$ cat src/rtl/inst_fetch_unit.sv
// inst_fetch_unit: fetch stage owning the fetch PC. It queues {pc, inst, fault}
//   entries from a combinational instruction memory and hands them to decode.
// Latency: an entry is visible at the head one edge after it is fetched, and a
//   redirect target appears one edge after the redirect edge.
// Backpressure: out_ready=0 fills the FIFO to DEPTH and then freezes the
//   fetch PC. A full FIFO still pushes in a cycle that also pops.
//
// Ports:
//   clk, rst                    clock, async active-high reset
//   redirect_valid, redirect_pc flush the queue and restart fetch at the target
//   imem_pc, imem_inst          instruction memory address and its same-cycle data
//   out_valid, out_ready        head handshake toward decode
//   out_pc, out_inst, out_fault head entry payload (all zero while empty)
//   occupancy                   current number of queued entries

// ifu_fifo: generic synchronous FIFO with flush and a zero-gated head.
// Latency: a pushed word is visible at the head after the push edge.
// Backpressure: the caller must only push into a full FIFO when it also pops.
module ifu_fifo #(
  parameter int W     = 8,
  parameter int DEPTH = 2
) (
  input  logic                     clk,
  input  logic                     rst,
  input  logic                     i_flush,
  input  logic                     i_push,
  input  logic                     i_pop,
  input  logic [W-1:0]             i_dat,
  output logic                     o_vld,
  output logic [W-1:0]             o_dat,
  output logic [$clog2(DEPTH):0]   o_count,
  output logic                     o_full
);

  localparam int AW = $clog2(DEPTH);
  localparam int CW = AW + 1;
  localparam logic [CW-1:0] FULL_CNT = CW'(DEPTH);

  logic [W-1:0]  r_mem [DEPTH];
  logic [AW-1:0] r_wr_ptr;
  logic [AW-1:0] r_rd_ptr;
  logic [CW-1:0] r_count;

  // Pointers wrap naturally because DEPTH is a power of two. Full and empty
  // are told apart by r_count, never by comparing the two pointers.
  always_ff @(posedge clk or posedge rst) begin
    if (rst) begin
      r_wr_ptr <= '0;
      r_rd_ptr <= '0;
      r_count  <= '0;
      for (int i = 0; i < DEPTH; i++) begin
        r_mem[i] <= '0;
      end
    end else if (i_flush) begin
      // Stale storage is left in place. The head output is gated by r_count,
      // so nothing stale can reach decode.
      r_wr_ptr <= '0;
      r_rd_ptr <= '0;
      r_count  <= '0;
    end else begin
      if (i_push) begin
        // When full with a simultaneous pop, this slot is the head being
        // popped. Its old value is consumed before the edge writes it.
        r_mem[r_wr_ptr] <= i_dat;
        r_wr_ptr        <= r_wr_ptr + 1'b1;
      end
      if (i_pop) begin
        r_rd_ptr <= r_rd_ptr + 1'b1;
      end
      case ({i_push, i_pop})
        2'b10:   r_count <= r_count + 1'b1;
        2'b01:   r_count <= r_count - 1'b1;
        default: r_count <= r_count;
      endcase
    end
  end

  assign o_vld   = (r_count != '0);
  assign o_dat   = o_vld ? r_mem[r_rd_ptr] : '0;
  assign o_count = r_count;
  assign o_full  = (r_count == FULL_CNT);

endmodule

module inst_fetch_unit #(
  parameter logic [31:0] RESET_PC  = 32'h0000_0000,
  parameter int          DEPTH     = 2,
  parameter int          MEM_WORDS = 64
) (
  input  logic                     clk,
  input  logic                     rst,
  input  logic                     redirect_valid,
  input  logic [31:0]              redirect_pc,
  output logic [31:0]              imem_pc,
  input  logic [31:0]              imem_inst,
  output logic                     out_valid,
  input  logic                     out_ready,
  output logic [31:0]              out_pc,
  output logic [31:0]              out_inst,
  output logic                     out_fault,
  output logic [$clog2(DEPTH):0]   occupancy
);

  localparam int CW = $clog2(DEPTH) + 1;
  // The limit is held at 33 bits so that a memory covering the whole 4 GiB
  // space still compares correctly against a 32-bit PC.
  localparam logic [32:0] MEM_LIMIT = 33'(MEM_WORDS) << 2;
  localparam logic [31:0] NOP_INST  = 32'h0000_0013;

  typedef struct packed {
    logic [31:0] pc;
    logic [31:0] inst;
    logic        fault;
  } fetch_t;

  logic [31:0]   r_fetch_pc;
  logic          w_fault;
  fetch_t        w_entry;
  fetch_t        w_head;
  logic          w_head_vld;
  logic          w_full;
  logic [CW-1:0] w_count;
  logic          w_xfer;
  logic          w_push;
  logic          w_pop;
  logic [31:0]   w_redirect_tgt;

  // Out-of-range fetches carry a nop so that decode never sees undefined
  // memory contents. The fault flag lets decode decide whether to trap.
  assign w_fault       = ({1'b0, r_fetch_pc} >= MEM_LIMIT);
  assign w_entry.pc    = r_fetch_pc;
  assign w_entry.inst  = w_fault ? NOP_INST : imem_inst;
  assign w_entry.fault = w_fault;

  // A redirect overrides both sides of the queue. The head shown this cycle
  // is discarded even if decode signals ready.
  assign w_xfer = w_head_vld & out_ready;
  assign w_pop  = ~redirect_valid & w_xfer;
  assign w_push = ~redirect_valid & (~w_full | w_xfer);

  // Masking the low bits force-aligns the target to a word boundary.
  assign w_redirect_tgt = redirect_pc & ~32'h0000_0003;

  always_ff @(posedge clk or posedge rst) begin
    if (rst) begin
      r_fetch_pc <= RESET_PC;
    end else if (redirect_valid) begin
      r_fetch_pc <= w_redirect_tgt;
    end else if (w_push) begin
      // Wraps modulo 2^32, and keeps advancing past the end of memory.
      r_fetch_pc <= r_fetch_pc + 32'd4;
    end
  end

  ifu_fifo #(
    .W     ($bits(fetch_t)),
    .DEPTH (DEPTH)
  ) u_fifo (
    .clk     (clk),
    .rst     (rst),
    .i_flush (redirect_valid),
    .i_push  (w_push),
    .i_pop   (w_pop),
    .i_dat   (w_entry),
    .o_vld   (w_head_vld),
    .o_dat   (w_head),
    .o_count (w_count),
    .o_full  (w_full)
  );

  assign imem_pc   = r_fetch_pc;
  assign out_valid = w_head_vld;
  assign out_pc    = w_head.pc;
  assign out_inst  = w_head.inst;
  assign out_fault = w_head.fault;
  assign occupancy = w_count;

endmodule

$ cat config.mk
export PLATFORM = sky130hd
export DESIGN_NAME = inst_fetch_unit
export DESIGN_NICKNAME = d
export VERILOG_FILES = /design/src/rtl/inst_fetch_unit.sv
export SDC_FILE = /design/constraint.sdc
export NUM_CORES = 1
export LEC_CHECK = 0
export CORE_ASPECT_RATIO = 2
export CORE_MARGIN = 5
export CORE_UTILIZATION = 56
export DETAILED_ROUTE_END_ITERATION = 10
export GPL_TIMING_DRIVEN = 0
export PLACE_DENSITY = 0.86
export SLEW_MARGIN = 20
export SYNTH_ARGS = -nofsm -noshare
export SYNTH_HDL_FRONTEND = slang
export SYNTH_SLANG_ARGS = --single-unit
$ cat constraint.sdc
create_clock -name clk -period 11.05 [get_ports clk]
set_input_delay 3.315 -clock clk [delete_from_list [all_inputs] [get_ports clk]]
set_output_delay 3.315 -clock clk [all_outputs]
set_load 0.05 [all_outputs]
**After elaboration in Yosys (flattened, before gate mapping)**

Index checks and enable logic that the tools add are counted.

- Reductions and logical operators: 6
- Mux-type cells: 16
- Add/subtract/negate cells: 5
- Equality and inequality tests: 3
- Magnitude comparators: 4
- Bitwise logic cells: 8

Operator list:

| cell | count |
|---|---|
| $mux W65 | 5 |
| $bwmux W130 | 1 |
| $mux W32 | 3 |
| $demux W65 S1 | 1 |
| $add A32 B3 Y32 const B | 1 |
| $ge A32 B9 Y1 const B | 1 |
| $reduce_bool A2 Y1 | 3 |
| $eq A2 B2 Y1 const B | 2 |
| $ge A2 B2 Y1 const B | 2 |
| $mux W1 | 4 |
| $not A1 Y2 | 2 |
| $pmux W2 S2 | 1 |
| $and A1 B1 Y1 | 3 |
| $reduce_bool A3 Y1 | 1 |
| $add A1 B1 Y1 const B | 2 |
| $add A2 B1 Y2 const B | 1 |
| $eq A2 B1 Y1 const B | 1 |
| $lt A2 B1 Y1 const B | 1 |
| $mux W2 | 1 |
| $not A1 Y1 | 2 |
| $reduce_and A2 Y1 | 1 |
| $sub A2 B1 Y2 const B | 1 |
| $logic_and A1 B1 Y1 | 1 |
| $or A1 B1 Y1 | 1 |

- Output and inout bits: 100
- Register bits: 166

**Longest topological paths before layout**

- Depth after elaboration: 7
- Mapped depth: 8
- Mapped depth without buffers: 6

**Hierarchy**

From an unflattened synthesis, not the netlist that was laid out.

- Cells, all modules: 740
- Area total of the unflattened synthesis: 8454.4 um^2

Modules (own cells, without submodules):

| module | cells each | area each (um^2) | seq. area each (um^2) | times used |
|---|---|---|---|---|
| ifu_fifo | 442 | 6063.3 | 3353.2 | 1 |
| inst_fetch_unit | 298 | 2391.0 | 750.7 | 1 |

**Worst setup path before layout**

OpenSTA, ideal clock, no wires.

- Path kind: flip-flop to output port
- From: register u_fifo.r_count[0] (netlist: u_fifo.o_count[0])
- To: output port out_fault
- Buffers on the path: 2
- Arrival time: 2.064 ns
- Data required time: 7.735 ns
- Slack: 5.671 ns
- Cell stages (with the launch flop): 6
- Cell sequence: dfrtp_1 -> inv_1 -> ha_1 -> clkbuf_1 -> clkbuf_1 -> nor2_1

- Longest elaborated chain between the ends: 2

RTL lines:

| what | RTL line | text |
|---|---|---|
| start, declared | 42 | `logic [CW-1:0] r_count;` |
| start signal, assigned | 71 | `2'b10: r_count <= r_count + 1'b1;` |
| start signal, assigned | 72 | `2'b01: r_count <= r_count - 1'b1;` |
| start signal, assigned | 73 | `default: r_count <= r_count;` |
| $reduce_bool A2 Y1 | 78 | `assign o_vld = (r_count != '0);` |
| $mux W65 | 79 | `assign o_dat = o_vld ? r_mem[r_rd_ptr] : '0;` |
| end, declared | 100 | `output logic out_fault,` |

No other way between the ends.

**Worst setup path after layout**

- From: register u_fifo.r_rd_ptr
- To: output port out_pc[9]

- Longest elaborated chain between the ends: 5

RTL lines:

| what | RTL line | text |
|---|---|---|
| start, declared | 41 | `logic [AW-1:0] r_rd_ptr;` |
| start signal, assigned | 68 | `r_rd_ptr <= r_rd_ptr + 1'b1;` |
| $not A1 Y2 (not written as such) | 79 |  |
| $mux W65 (not written as such) (3 in series) | 79 |  |
| $mux W65 | 79 |  |
| end, declared | 98 | `output logic [31:0] out_pc,` |

No other way between the ends. The select of a mux whose other input is x is not followed.

==> summary.log <==
qor: timing.timing.final.crit_period 6.47 ns
qor: place.post-place-ws 5.02 ns
qor: timing.worst_pin_slew 0.904 ns
qor: setup_path.ff2ff_setup_slack 8.44 ns
qor: routing.drc_errors 0
qor: synth.synth.top_cell.area_share 49.0%
qor: synth.synth.yosys.warnings 0
qor: setup_path.arrival 3.15 ns
qor: routing.antenna_left 0
qor: timing.final.setup_skew 0.0163 ns
qor: clock_tree.cts.reportedPaths.clkPinSlew 0.06 ns
qor: setup_path.critical_path_start_type flop
qor: clock_tree.cts.sink_count 160
qor: timing.worst_slack 4.58 ns
qor: setup_path.critical_path_type flop to primary output
qor: global_routing.first_global_vias 7392
qor: setup_path.timing.critical_path.fanout_max 10
qor: pwr.static-leakage-power 4.35 nW
qor: final_layout.nFillCells 1031
qor: clock_tree.worst_skew_pair.late_latency 0.43 ns
qor: place.gpl_congestion 0.933
qor: status.run_status complete, no violations
qor: clock_tree.cts-root-buf clkbuf_16
qor: synth.syn_inst 828
qor: synth.synth_area_leaders dfrtp_1 (49%), mux2i_1 (8.2%), mux2_2 (6.6%), o31ai_1 (6.2%), nand2_1 (4.5%)
qor: floorplan.num_rows 62
qor: setup_path.cp_data_required_time 7.74 ns
qor: place.placed_area 10100 um^2
qor: setup_path.timing.critical_path.buf_inv 3
qor: timing.finalHoldViolCount 0
qor: floorplan.floorplan_core_area 14400 um^2
qor: synth.postSynth.topFlopCell dfrtp_1
qor: routing.initial_drt_markers 354
qor: final_layout.antenna_cells 0
qor: routing.routed_wire_length_per_instance 18.8 um
qor: clock_tree.bufs_on_longest_clock_path 2
qor: clock_tree.htree_num_levels 4
qor: global_routing.global_route.usage.total 27.4%
qor: synth.postSynth.asyncResetShare 100%
qor: pwr.power.density 239 nW/um^2
qor: timing.finalSetupViolations 0
qor: final_layout.drive_above_1_share 11.9%
qor: setup_path.critical_path.top_delay_family buffers and inverters
qor: timing.report.final.slew_viol_count 0
qor: setup_path.cp_num_cells 5
qor: final_layout.multi_input_comb_area 3520 um^2
qor: synth.postSynthAreaPerCell 9.87 um^2
qor: clock_tree.cts_hold_repair.buffers 0
qor: synth.synth.top_cells.by_count dfrtp_1 (160), nand2_1 (99), nor2_1 (86)
qor: routing.drt_wl_total 22800 um
qor: floorplan.floorplan.die.height 181 um
qor: synth.synth_most_common_cell dfrtp_1
qor: setup_path.reg_to_reg_startpoint u_fifo.o_count[0]
qor: final_layout.post_layout_nonfiller_instances 1217
qor: floorplan.die_area 17300 um^2
qor: clock_tree.cts.repair_timing.setup_buffer_count 0
qor: synth.ys_seq_area_share 49.0%
qor: floorplan.floorplan.io_pins 168
qor: routing.via_total_after_detailed_routing 7036
qor: hold_path.hold_path_class flop to flop
qor: timing.maxSlewHeadroom 39.4%
qor: clock_tree.cts-buffers-inserted 17
qor: global_routing.grt_first_pass_wirelength 36700 um
qor: setup_path.critPathCapture out_pc[9]
qor: floorplan.die-width 95.4 um
qor: synth.ys_ff_latch 160
qor: setup_path.ff2ff_path_depth 7
qor: routing.drt_pass1_iterations 6
qor: place.buffer_ports.inserted 161
qor: final_layout.area_growth 30.1%
qor: timing.rsz0062_at_grt no
qor: setup_path.worst_path_max_delay_cell clkdlybuf4s50_1
qor: synth.count_of_flip_flops_with_a_built_in_enable_after_synthesis 0
qor: setup_path.worst_setup_path_startpoint u_fifo.r_rd_ptr
qor: clock_tree.cts_tree done
qor: final_layout.finish.net_count 1084
qor: setup_path.crit_path_cell_trace clkbuf_1 -> buf_1 -> mux2i_1 -> nor2_1 -> clkdlybuf4s50_1
qor: final_layout.finish.instance_area 10600 um^2
qor: place.dp.final_hpwl 17200 um
qor: synth.syn_area 8180 um^2
qor: synth.synth_cell_type_count 48
qor: timing.finalCritPeriodShare 58.5%
qor: global_routing.grt_max_degree 100
qor: timing.tns 0 ns
qor: clock_tree.cts-resized-gates 0
qor: routing.post_drt_via_cell_ratio 5.78
qor: setup_path.critPathCaptureType primary output
qor: floorplan.start_util 57.0%
qor: synth.synth_top_area_cell dfrtp_1
qor: setup_path.timing.critical_path.slowest_cell_delay 0.85 ns
qor: timing.max_freq 155 MHz
qor: pwr.power.ir.vdd_worst 166 uV
qor: global_routing.grt_remaining_overflow 0
qor: global_routing.grt_antenna_before_repair 0
qor: timing.worst_hold_slack 0.478 ns
qor: place.post-place-cells 1185
qor: setup_path.rr_endpoint u_fifo.r_mem[41]
qor: flow_run.max_cap_violations 0
qor: final_layout.sequential_cell_area 4000 um^2
==> stage by stage <==
stage / util (%) / total power [W]
finish: 74.1 / 0.00255
global route: 74.1 / 0.00266
CTS: 74.1 / 0.00255
detailed placement: 70.2 / 0.00200
global placement: 69.9 / 0.00197
floorplan: - / 0.00160
==> sequential cells by signal, indices dropped and copies added (netlist names) <==
name and cells:
u_fifo.r_wr_ptr 1, u_fifo.r_mem 126, u_fifo.r_rd_ptr 1, imem_pc 30, u_fifo.o_count 2
==> power by group <==
part	leakage, nW	switching [W]	total (W)	internal (W)
Clock	0.267	0.000246	0.000560	0.000314
Sequential	1.98	0.0000829	0.000796	0.000714
Combinational	2.11	0.000772	0.00119	0.000418
==> placed cells by master, fill, tap and decap left out, types with 17 or more instances in the layout <==
cell type / instances
mux2_2: 48
dfrtp_1: 160
o21ai_0: 28
clkbuf_1: 54
nor2_1: 86
mux2i_1: 67
nand2_1: 99
buf_4: 34
o31ai_1: 68
clkbuf_16: 17
inv_1: 41
clkdlybuf4s50_1: 161
==> worst register-to-register path: stages, from the launching register on <==
cell	delay, ns
dfrtp_1	0.40
inv_1	0.10
ha_1	0.25
inv_1	0.12
o211ai_1	0.30
clkbuf_1	0.42
buf_1	0.50
mux2_2	0.40
==> cell families after synthesis <==
family	synth area share (%)
buf+inv	8.14
compound gates	11.9
mux	14.8
xor+xnor	1.18
simple gates	14.3
other cells	0.0459
fa+ha+maj	0.612
flops	49.0
==> how the worst min path moves through the flow <==
stage	from	to	slack, ns	cells past startpoint
2_1_floorplan	u_fifo.r_mem[68]	u_fifo.r_mem[68]	0.45	2
3_3_place_gp	u_fifo.r_mem[88]	u_fifo.r_mem[88]	0.46	2
3_5_place_dp	u_fifo.r_mem[81]	u_fifo.r_mem[81]	0.47	2
4_1_cts	u_fifo.r_mem[81]	u_fifo.r_mem[81]	0.48	2
5_1_grt	u_fifo.r_mem[85]	u_fifo.r_mem[85]	0.51	2
6_report	u_fifo.r_mem[27]	u_fifo.r_mem[27]	0.48	2
==> area by class of cell <==
class	count	share of cell area (%)
tap	192	2.26
inverter	42	1.55
clock buffer	19	4.07
multi-input combinational	529	33.1
buffer	100	4.78
timing repair buffer	162	15.4
sequential	160	37.6
clock inverter	13	1.19
==> per-layer routing <==
metal  global-route usage, %  part of all wire, %  vias to the layer above
li1                        -                    -                     3226
met1                    27.8                   33                     3422
met2                    50.7                   57                      300
met3                    4.33                  5.1                       88
met4                    16.2                  5.5                        0
met5                       0                    0                        -
No activity file was read; power rests on OpenSTA's default activity.
